## src/rtl/spd_pkg.sv

```systemverilog
// Shared types, defaults and trellis helpers for the 4-state survivor-path decoder.
package spd_pkg;

  localparam int NUM_STATES = 4;
  localparam int DEPTH_DEF  = 8;
  localparam int PM_W_DEF   = 4;

  // State s = {newest input bit, previous input bit}; the ACS decision picks the dropped bit.
  function automatic logic [1:0] prev_state(input logic [1:0] s, input logic d);
    return {s[0], d};
  endfunction

endpackage

```

## src/rtl/spd_min4.sv

```systemverilog
// Combinational argmin over four unsigned path metrics; the lowest index wins ties.
module spd_min4 #(
  parameter int PM_W = 4
) (
  input  logic [PM_W-1:0] pm0,
  input  logic [PM_W-1:0] pm1,
  input  logic [PM_W-1:0] pm2,
  input  logic [PM_W-1:0] pm3,
  output logic [1:0]      best
);

  logic [1:0]      lo_idx_s;
  logic [1:0]      hi_idx_s;
  logic [PM_W-1:0] lo_pm_s;
  logic [PM_W-1:0] hi_pm_s;

  // Two-level tournament; strict less-than keeps the lower index on equal metrics.
  always_comb begin
    lo_idx_s = 2'd0;
    lo_pm_s  = pm0;
    hi_idx_s = 2'd2;
    hi_pm_s  = pm2;
    best     = 2'd0;
    if (pm1 < pm0) begin
      lo_idx_s = 2'd1;
      lo_pm_s  = pm1;
    end else begin
      lo_idx_s = 2'd0;
      lo_pm_s  = pm0;
    end
    if (pm3 < pm2) begin
      hi_idx_s = 2'd3;
      hi_pm_s  = pm3;
    end else begin
      hi_idx_s = 2'd2;
      hi_pm_s  = pm2;
    end
    if (hi_pm_s < lo_pm_s) begin
      best = hi_idx_s;
    end else begin
      best = lo_idx_s;
    end
  end

endmodule

```

## src/rtl/spd_unit.sv

```systemverilog
// Register-exchange survivor memory for a K=3 Viterbi decoder; emits the bit DEPTH steps
// back on the survivor of the currently best-metric state.
module spd_unit
  import spd_pkg::*;
#(
  parameter int DEPTH = DEPTH_DEF,
  parameter int PM_W  = PM_W_DEF
) (
  input  logic            d0,
  input  logic            d1,
  input  logic            d2,
  input  logic            d3,
  input  logic [PM_W-1:0] pm0,
  input  logic [PM_W-1:0] pm1,
  input  logic [PM_W-1:0] pm2,
  input  logic [PM_W-1:0] pm3,
  output logic            out,
  input  logic            clk,
  input  logic            reset
);

  logic [NUM_STATES-1:0] dec_s;
  logic [1:0]            best_s;
  logic [1:0]            st_s;
  logic [DEPTH-1:0]      surv_r      [NUM_STATES];
  logic [DEPTH-1:0]      surv_next_s [NUM_STATES];

  assign dec_s = {d3, d2, d1, d0};

  spd_min4 #(
    .PM_W (PM_W)
  ) u_min4 (
    .pm0  (pm0),
    .pm1  (pm1),
    .pm2  (pm2),
    .pm3  (pm3),
    .best (best_s)
  );

  // Exchange step: each state inherits its predecessor's history and appends its own bit.
  always_comb begin
    st_s = 2'd0;
    for (int s = 0; s < NUM_STATES; s++) begin
      st_s           = 2'(s);
      surv_next_s[s] = {surv_r[prev_state(st_s, dec_s[s])][DEPTH-2:0], st_s[1]};
    end
  end

  // Survivor registers and decoded-bit register.
  always_ff @(posedge clk) begin
    if (reset) begin
      for (int s = 0; s < NUM_STATES; s++) begin
        surv_r[s] <= {DEPTH{1'b0}};
      end
      out <= 1'b0;
    end else begin
      surv_r <= surv_next_s;
      out    <= surv_next_s[best_s][DEPTH-1];
    end
  end

endmodule

```

## config.mk

```make
export PLATFORM = sky130hd
export DESIGN_NAME = spd_unit
export DESIGN_NICKNAME = d
export VERILOG_FILES = /design/src/rtl/spd_pkg.sv /design/src/rtl/spd_min4.sv /design/src/rtl/spd_unit.sv
export SDC_FILE = /design/constraint.sdc
export NUM_CORES = 1
export LEC_CHECK = 0
export ABC_AREA = 1
export CORE_ASPECT_RATIO = 1.4
export CORE_UTILIZATION = 31
export DETAILED_ROUTE_END_ITERATION = 10
export HOLD_SLACK_MARGIN = 0.12
export PLACE_DENSITY_LB_ADDON = 0.3
export SLEW_MARGIN = 10
export SYNTH_ARGS = -nofsm -noshare
export SYNTH_HDL_FRONTEND = slang
export SYNTH_HIERARCHICAL = 1
export SYNTH_SLANG_ARGS = --single-unit
```

## constraint.sdc

```tcl
create_clock -name clk -period 5.2 [get_ports clk]
set_input_delay 0.52 -clock clk [delete_from_list [all_inputs] [get_ports clk]]
set_output_delay 0.52 -clock clk [all_outputs]
set_load 0.05 [all_outputs]
```

# After elaboration in Yosys (flattened, before gate mapping)
# Index checks and enable logic that the tools add are counted.
totals:
  regBits: 33
  input_bits: 22
  out_inout_bits: 1
  word_cells: 43
op_classes:
  n_lt_le_gt_ge: 8
  mux: 21
  bitwise: 5
ops:
  columns: ["cell", "n"]
  rows:
  - ["binary-select mux 8 bit (select 2 bit)", 5]
  - ["two-way mux 7 bit", 8]
  - ["two-way mux 8 bit", 2]
  - ["greater-or-equal comparator 3 bit, second input constant", 5]
  - ["less-than comparator 4 bit", 3]
  - ["two-way mux 9 bit", 1]
  - ["NOT 2 -> 3 bit", 3]
  - ["two-way mux 4 bit", 2]
  - ["NOT 1 -> 3 bit", 2]
  - ["two-way mux 1 bit", 2]
  - ["two-way mux 2 bit", 1]

# Longest topological paths before layout
# Gate-level depths: netlist of the first run.
logic_depth:
  depth_word: 8
  mapped_depth: 21
  ltp_nobuf: 21

# By module
# The synthesis of the first run kept the hierarchy.
by_module_without_submodules:
  columns: ["mod", "instances", "cells_per_inst", "area_each_um2", "seq_area_each_um2"]
  rows:
  - ["spd_unit", 1, 106, 808.3, 460.4]
  - ["spd_min4", 1, 67, 391.6, 0.0]

# Worst setup path after synthesis of the first run
# No wires, ideal clock.
synth_timing:
  path_kind: "input-to-reg"
  start: "input pm2[3]"
  end: "register out"
  setup_ps: 113
  arrival_time_ps: 2148
  t_required_ps: 5087
  slack_ps: 2939
  stages: 17
  n_path_buf: 0
  cell_sequence: "inv_1 > ha_1 > a21oi_1 > nand2_1 > inv_1 > o21ai_0 > ha_1 > nand2_1 > nand2_1 > nand2_2 > nand3_1 > nand2_1 > inv_1 > nand3_1 > nand2_1 > nor2_1 > nor2_1"
synth_between:
  elab_chain_cells: 8
  elab_cells_between_ends: 9
  classes_between: "2 x order compare; 6 x mux; 1 x bitwise"
synth_lines:
  columns: ["item", "line", "text"]
  rows:
  - ["start, declared", "spd_unit.sv:15", "input logic [PM_W-1:0] pm2,"]
  - ["less-than comparator 4 bit", "spd_min4.sv:31", "if (pm3 < pm2) begin"]
  - ["two-way mux 4 bit", "spd_min4.sv:31", null]
  - ["less-than comparator 4 bit", "spd_min4.sv:38", "if (hi_pm_s < lo_pm_s) begin"]
  - ["two-way mux 2 bit (*)", "spd_min4.sv:38", null]
  - ["via best_s[0]", "spd_unit.sv:23", "logic [1:0] best_s;"]
  - ["NOT 2 -> 3 bit (implied by the code) (*)", "spd_unit.sv:58", "out <= surv_next_s[best_s][DEPTH-1];"]
  - ["binary-select mux 8 bit (select 2 bit) (*)", "spd_unit.sv:58", null]
  - ["two-way mux 8 bit (implied by the code) (*) (2 in a row)", "spd_unit.sv:58", null]
  - ["end signal, assigned", "spd_unit.sv:58", null]
  - ["end, declared", "spd_unit.sv:17", "output logic out,"]
# The timed path passes the listed nets; every way through them passes the cells marked *. The select of a mux whose other input is x is not followed.
# A chain may end at the register's enable or synchronous reset.

# Worst setup path after layout of the first run
# Ends and elaborated chain as after synthesis.

==> results of run 1 <==
[cell families after synthesis]
logic type,share of synthesized area
adders and majority gates,0.115
DFF,0.384
and+or+nand+nor,0.286
buffers and inverters,0.103
AOI/OAI and AO/OA,0.113
[layer usage]
metal	wire length, um	share of wire	track usage
met5	0	0	0
met4	38	0.017	0.0598
met3	68	0.031	0.0120
met2	1130	0.52	0.236
met1	932	0.43	0.134
[layout make-up]
cell class	instances	share of cell area
inverters	30	0.0747
flip-flops and latches	23	0.305
multi-input cells	119	0.408
clock buffers	3	0.0274
clock inverters	1	0.00332
repair buffers	22	0.146
well taps	42	0.0349
[state kept, by name, indices dropped and copies added, names as in the netlist]
register  cells
surv_r       22
out           1
[tightest hold or removal path: stages, from the launching register on]
cell,delay (ns)
dfxtp_1,0.30
inv_1,0.04
nor2_1,0.03
[cells in the mapped netlist, drive strengths merged]
library cell  count
nor2             39
nand2            37
inv              28
dfxtp            23
o21ai            21
ha               11
nand3             8
a21oi             3
clkinv            2
buf               1
[power by group through the flow]
| stage | combinational (mW) | clock [mW] | sequential [mW] |
|---|---|---|---|
| floorplan | 0.0615 | 0 | 0.199 |
| global placement | 0.0993 | 0 | 0.194 |
| detailed placement | 0.100 | 0 | 0.194 |
| CTS | 0.101 | 0.110 | 0.190 |
| global route | 0.115 | 0.118 | 0.191 |
| finish | 0.0990 | 0.107 | 0.190 |
[worst paths after layout]
| kind | startpoint | to | slack [ns] |
|---|---|---|---|
| worst min-delay path | surv_r[8]$_DFF_P_ | surv_r[17]$_SDFF_PP0_ | 0.41 |
| worst max register to register | surv_r[22]$_SDFF_PP0_ | out$_SDFF_PP0_ | 4.42 |
| worst min register to register | surv_r[8]$_DFF_P_ | surv_r[17]$_SDFF_PP0_ | 0.41 |
| worst max-delay path | pm2[3] | out$_SDFF_PP0_ | 2.52 |
==> impl_results.md, run 1 <==
* Status: completed
* Final Max Tran Viols at 0
* Mapped Avg Cell Area at 6.94 um^2
* Crit path largest cell delay at between 0.4 and 0.5 ns
* Pwr per Cell Area at 263 mW/mm^2
* Dominant cell type by area after synthesis: dfxtp_1
* DRC Markers at 0
* Number of diodes at 0
* Sw Ratio at 0.285
* Worst Setup Slack, final at 2.52 ns
* Final net count at between 200 and 250
* Ranking of synthesized cells by area: dfxtp_1 38%, nor2_1 12%, ha_1 11%
* Post-synthesis cell type count at 15
* Sequential Area at 460 um^2
* Max cap viols at 0
* Synthesized Nets at 206
* Vias at 1073
* CTS tree: built
* Antenna-violating nets left at 0
* Initial antenna violation count at 0
* # setup viols final at 0
* GPL Wtd Cong at 0.718
* CP Depth at 20
* CTS max path bufs at 2
* CP Cell Sequence: clkdlybuf4s50_1 > inv_1 > ha_1 > a21oi_1 > nand2_1 > inv_1 > nand2_1 > o21ai_0 > ha_1 > nand2_1 > nand2_1 > nand2_2 > nand2_2 > nand2_1 > nand2_1 > inv_1 > nand3_1 > nand3_1 > nand2_1 > nor2_1
* Final WL at 2.17 mm
* Post-CTS Setup Bufs at 0
* DR pass1 iterations at 6
* Vias per inst at ~4.5
* Fin. Hold Viols at 0
* Skew-Pair Late Insertion Delay at 0.26 ns
* Yosys warns at 6
* Die area at around 0.0041 mm^2
* Fin Setup TNS at 0 ns
* Post-route non-filler standard cell count at 240
* First-pass GRT wire length at about 3.8 mm
* Crit path time final at 2.68 ns
* Gate Count Post-Synth at 173
* Avg WL per Cell at 9.06 um
* Area of the multi-input gates at 616 um^2
* Clk sinks at 23
* Overall Power at 0.397 mW
* Number of buffers added on ports at 22
* WS Path Type: in2reg
* Pre-CTS setup slack at around 2.2 ns
* Post-cts resize count at 0
* H-tree depth at 1
* RSZ-0062 raised after global routing: no
* Worst vdd ir at 0.154 mV
* Worst reg-to-reg path cell count at 6
* Hold Crit Class: reg2reg
* Commonest non-fill, non-tap cell in the layout: nor2_1
* Commonest cells after routing, fill and taps aside: 39 x nor2_1, 32 x nand2_1, 23 x dfxtp_1
* Clk pwr share at 0.271
* Combinational share of power at 0.250
* Worst relative slew slack at 0.666
* DIE WIDTH at 54.6 um
* Detailed Place HPWL at 1.77 mm
* FF+latch count, synth at 23
* Global-route usage over all layers at 0.126
* Vias in the first global route at 946
* Yosys top cell area share at 0.384
* Largest net degree at the start of global routing at 20
* Register area share after synthesis at 0.384
* DRT iter0 DRCs at 18
* DP Area at 0.00146 mm^2
* Die Ht at 75.6 um
* Ratio of cells with drive above 1 in the final layout at 0.0909
* Crit-path slowest cell: clkdlybuf4s50_1
* Net Switching at around 0.11 mW
* Inserted Clock Buffers at 3
* Hold depth at 2
* Post-route clock period utilization at 0.515
* IO Count at 23
* Reg clk slew, reported paths at 0.08 ns
* Clock Tree Root: clkbuf_8
* Int Pwr at 0.283 mW
* Most frequent CP cell: nand2_1
* Fin area at 0.00151 mm^2
* Leak at ~0.75 nW
* Area Growth Syn to Fin at 25.7%
* Crit. End Element: flip-flop
* Fillers at ~400
* Core area at 0.00368 mm^2
* Crit Path Max Fanout at 5
* Fmax at 374 MHz
* Synthesized area at 0.00120 mm^2
* # rows at 26
* Startpoint types: input port
* CP required at 5.40 ns
* CP bufs+invs at 4
* Clock Skew at roughly 0.0016 ns
* Largest delay share family, worst path: simple AND/OR/NAND/NOR gates
* Critical Path AT at 2.88 ns
* Sequential Power Share at 0.480
* Starting Density at 0.326
* Post-Route Utilization at 0.410
* CTS Hold Bufs at 0
* GRT overflow at 0
* Worst Hold Margin at roughly 0.41 ns
* Worst-margin pin slew at 0.499 ns
* Inst Count DP at approximately 240
No activity file was read; power rests on OpenSTA's default activity.
==> inputs of run 2 (changes only) <==
clock period = 2.8 ns   (was 5.2 ns; I/O delays follow)
==> impl_results.md, run 2 (synthesized netlist as in run 1, its figures left out) <==
* IO Count at 23
* Clock Skew at between 0.0015 and 0.002 ns
* # setup viols final at 0
* Post-cts resize count at 0
* DIE WIDTH at 54.6 um
* First-pass GRT wire length at between 3 and 4 mm
* Worst Hold Margin at roughly 0.41 ns
* CP Cell Sequence: clkdlybuf4s50_1 > inv_1 > ha_1 > a21oi_1 > nand2_1 > inv_1 > nand2_1 > o21ai_0 > ha_1 > nand2_1 > nand2_1 > nand2_2 > nand3_1 > nand2_1 > inv_1 > nand3_1 > nand2_1 > nor2_1 > nor2_1
* CP Depth at 19
* Fin area at ~0.0015 mm^2
* Worst relative slew slack at 0.664
* Ratio of cells with drive above 1 in the final layout at 0.0909
* Core area at ~0.0037 mm^2
* Area Growth Syn to Fin at 25.7%
* Clk sinks at 23
* Detailed Place HPWL at roughly 1.8 mm
* Number of diodes at 0
* Critical Path AT at 2.62 ns
* Skew-Pair Late Insertion Delay at 0.26 ns
* Post-Route Utilization at 0.410
* DRC Markers at 0
* DR pass1 iterations at 4
* Crit path largest cell delay at roughly 0.48 ns
* Crit Path Max Fanout at 5
* Reg2reg start: surv_r[22]$_SDFF_PP0_
* Post-route non-filler standard cell count at 240
* Worst Setup SP: pm2[3]
* Fmax at 407 MHz
* Startpoint types: input port
* GPL Wtd Cong at 0.718
* DP Area at 0.00146 mm^2
* Commonest non-fill, non-tap cell in the layout: nor2_1
* Post-route clock period utilization at 0.877
* Reg with most FFs: surv_r
* Die Ht at 75.6 um
* GRT overflow at 0
* Most frequent CP cell: nand2_1
* Global-route usage over all layers at 0.125
* Antenna-violating nets left at 0
* R2R Path End: out$_SDFF_PP0_
* Vias per inst at 4.50
* Commonest cells after routing, fill and taps aside: 39 x nor2_1, 32 x nand2_1, 23 x dfxtp_1
* Inserted Clock Buffers at 3
* Worst-margin pin slew at 0.502 ns
* Overall Power at about 0.74 mW
* Fin. Hold Viols at 0
* Pre-CTS setup slack at 0.0399 ns
* Worst Setup Slack, final at 0.344 ns
* Fin Setup TNS at 0 ns
* Number of buffers added on ports at 22
* CP bufs+invs at 4
* WS Path Type: in2reg
* CTS tree: built
* Final net count at between 200 and 250
* CP required at 2.96 ns
* R2R setup slack at 2.01 ns
* Hold depth at 2
* Crit-path slowest cell: clkdlybuf4s50_1
* Vias in the first global route at between 900 and 1000
* Reg clk slew, reported paths at 0.08 ns
* Max cap viols at 0
* Fillers at 389
* DRT iter0 DRCs at 14
* Final WL at approximately 2.2 mm
* CTS max path bufs at 2
* Final Max Tran Viols at 0
* Crit path time final at 2.46 ns
* Hold Path End: surv_r[17]$_SDFF_PP0_
* Worst vdd ir at approximately 0.28 mV
* RSZ-0062 raised after global routing: no
* Starting Density at 0.326
* Biggest regs: surv_r: 22 flops, out: 1 flops
* # rows at 26
* Pwr per Cell Area at between 400 and 500 mW/mm^2
* Avg WL per Cell at 9.10 um
* H-tree depth at 1
* Vias at ~1100
* Post-CTS Setup Bufs at 0
* Largest delay share family, worst path: simple AND/OR/NAND/NOR gates
* Clock Tree Root: clkbuf_8
* Leak at between 0.7 and 0.8 nW
* Worst min-delay path startpoint: surv_r[8]$_DFF_P_
* Inst Count DP at 236
* Status: completed
* Initial antenna violation count at 0
* Die area at 0.00413 mm^2
* Crit. End Element: flip-flop
* Max FFs per register at 22
* Largest net degree at the start of global routing at 20
* Hold Crit Class: reg2reg
* CTS Hold Bufs at 0
* Worst reg-to-reg path cell count at 6
-- run 2: cell type report --
cell class / instances / area [um^2] / share of cell area
repair buffers: 22 / 220 / 0.146
clock inverters: 1 / 5.00 / 0.00332
well taps: 42 / 52.6 / 0.0349
inverters: 30 / 113 / 0.0747
multi-input cells: 119 / 616 / 0.408
flip-flops and latches: 23 / 460 / 0.305
clock buffers: 3 / 41.3 / 0.0274
-- run 2: layer usage --
layer	up-vias	share of wire	global-route usage
li1	582	-	-
met1	475	0.45	0.130
met2	18	0.51	0.240
met3	4	0.022	0.0120
met4	0	0.017	0.0598
met5	-	0	0
-- run 2: worst max path at each step --
stage	end
after global routing	out$_SDFF_PP0_
after detailed placement	out$_SDFF_PP0_
after CTS	out$_SDFF_PP0_
after global placement	out$_SDFF_PP0_
final	out$_SDFF_PP0_
after floorplan	out$_SDFF_PP0_
-- run 2: worst min-delay path, stage by stage (launching register included) --
cell,delay (ns)
dfxtp_1,0.30
inv_1,0.04
nor2_1,0.03
-- run 2: power breakdown --
part | switching [mW] | internal [mW]
combinational | 0.104 | 0.0812
sequential | 0.00685 | 0.346
clock | 0.0995 | 0.0991
total | 0.210 | 0.527
==> inputs of run 3 (changes only) <==
SLEW_MARGIN = not set   (was 10)
==> results of run 3 <==
Same layout as run 2: the final DEF is identical, and so are final timing and power.
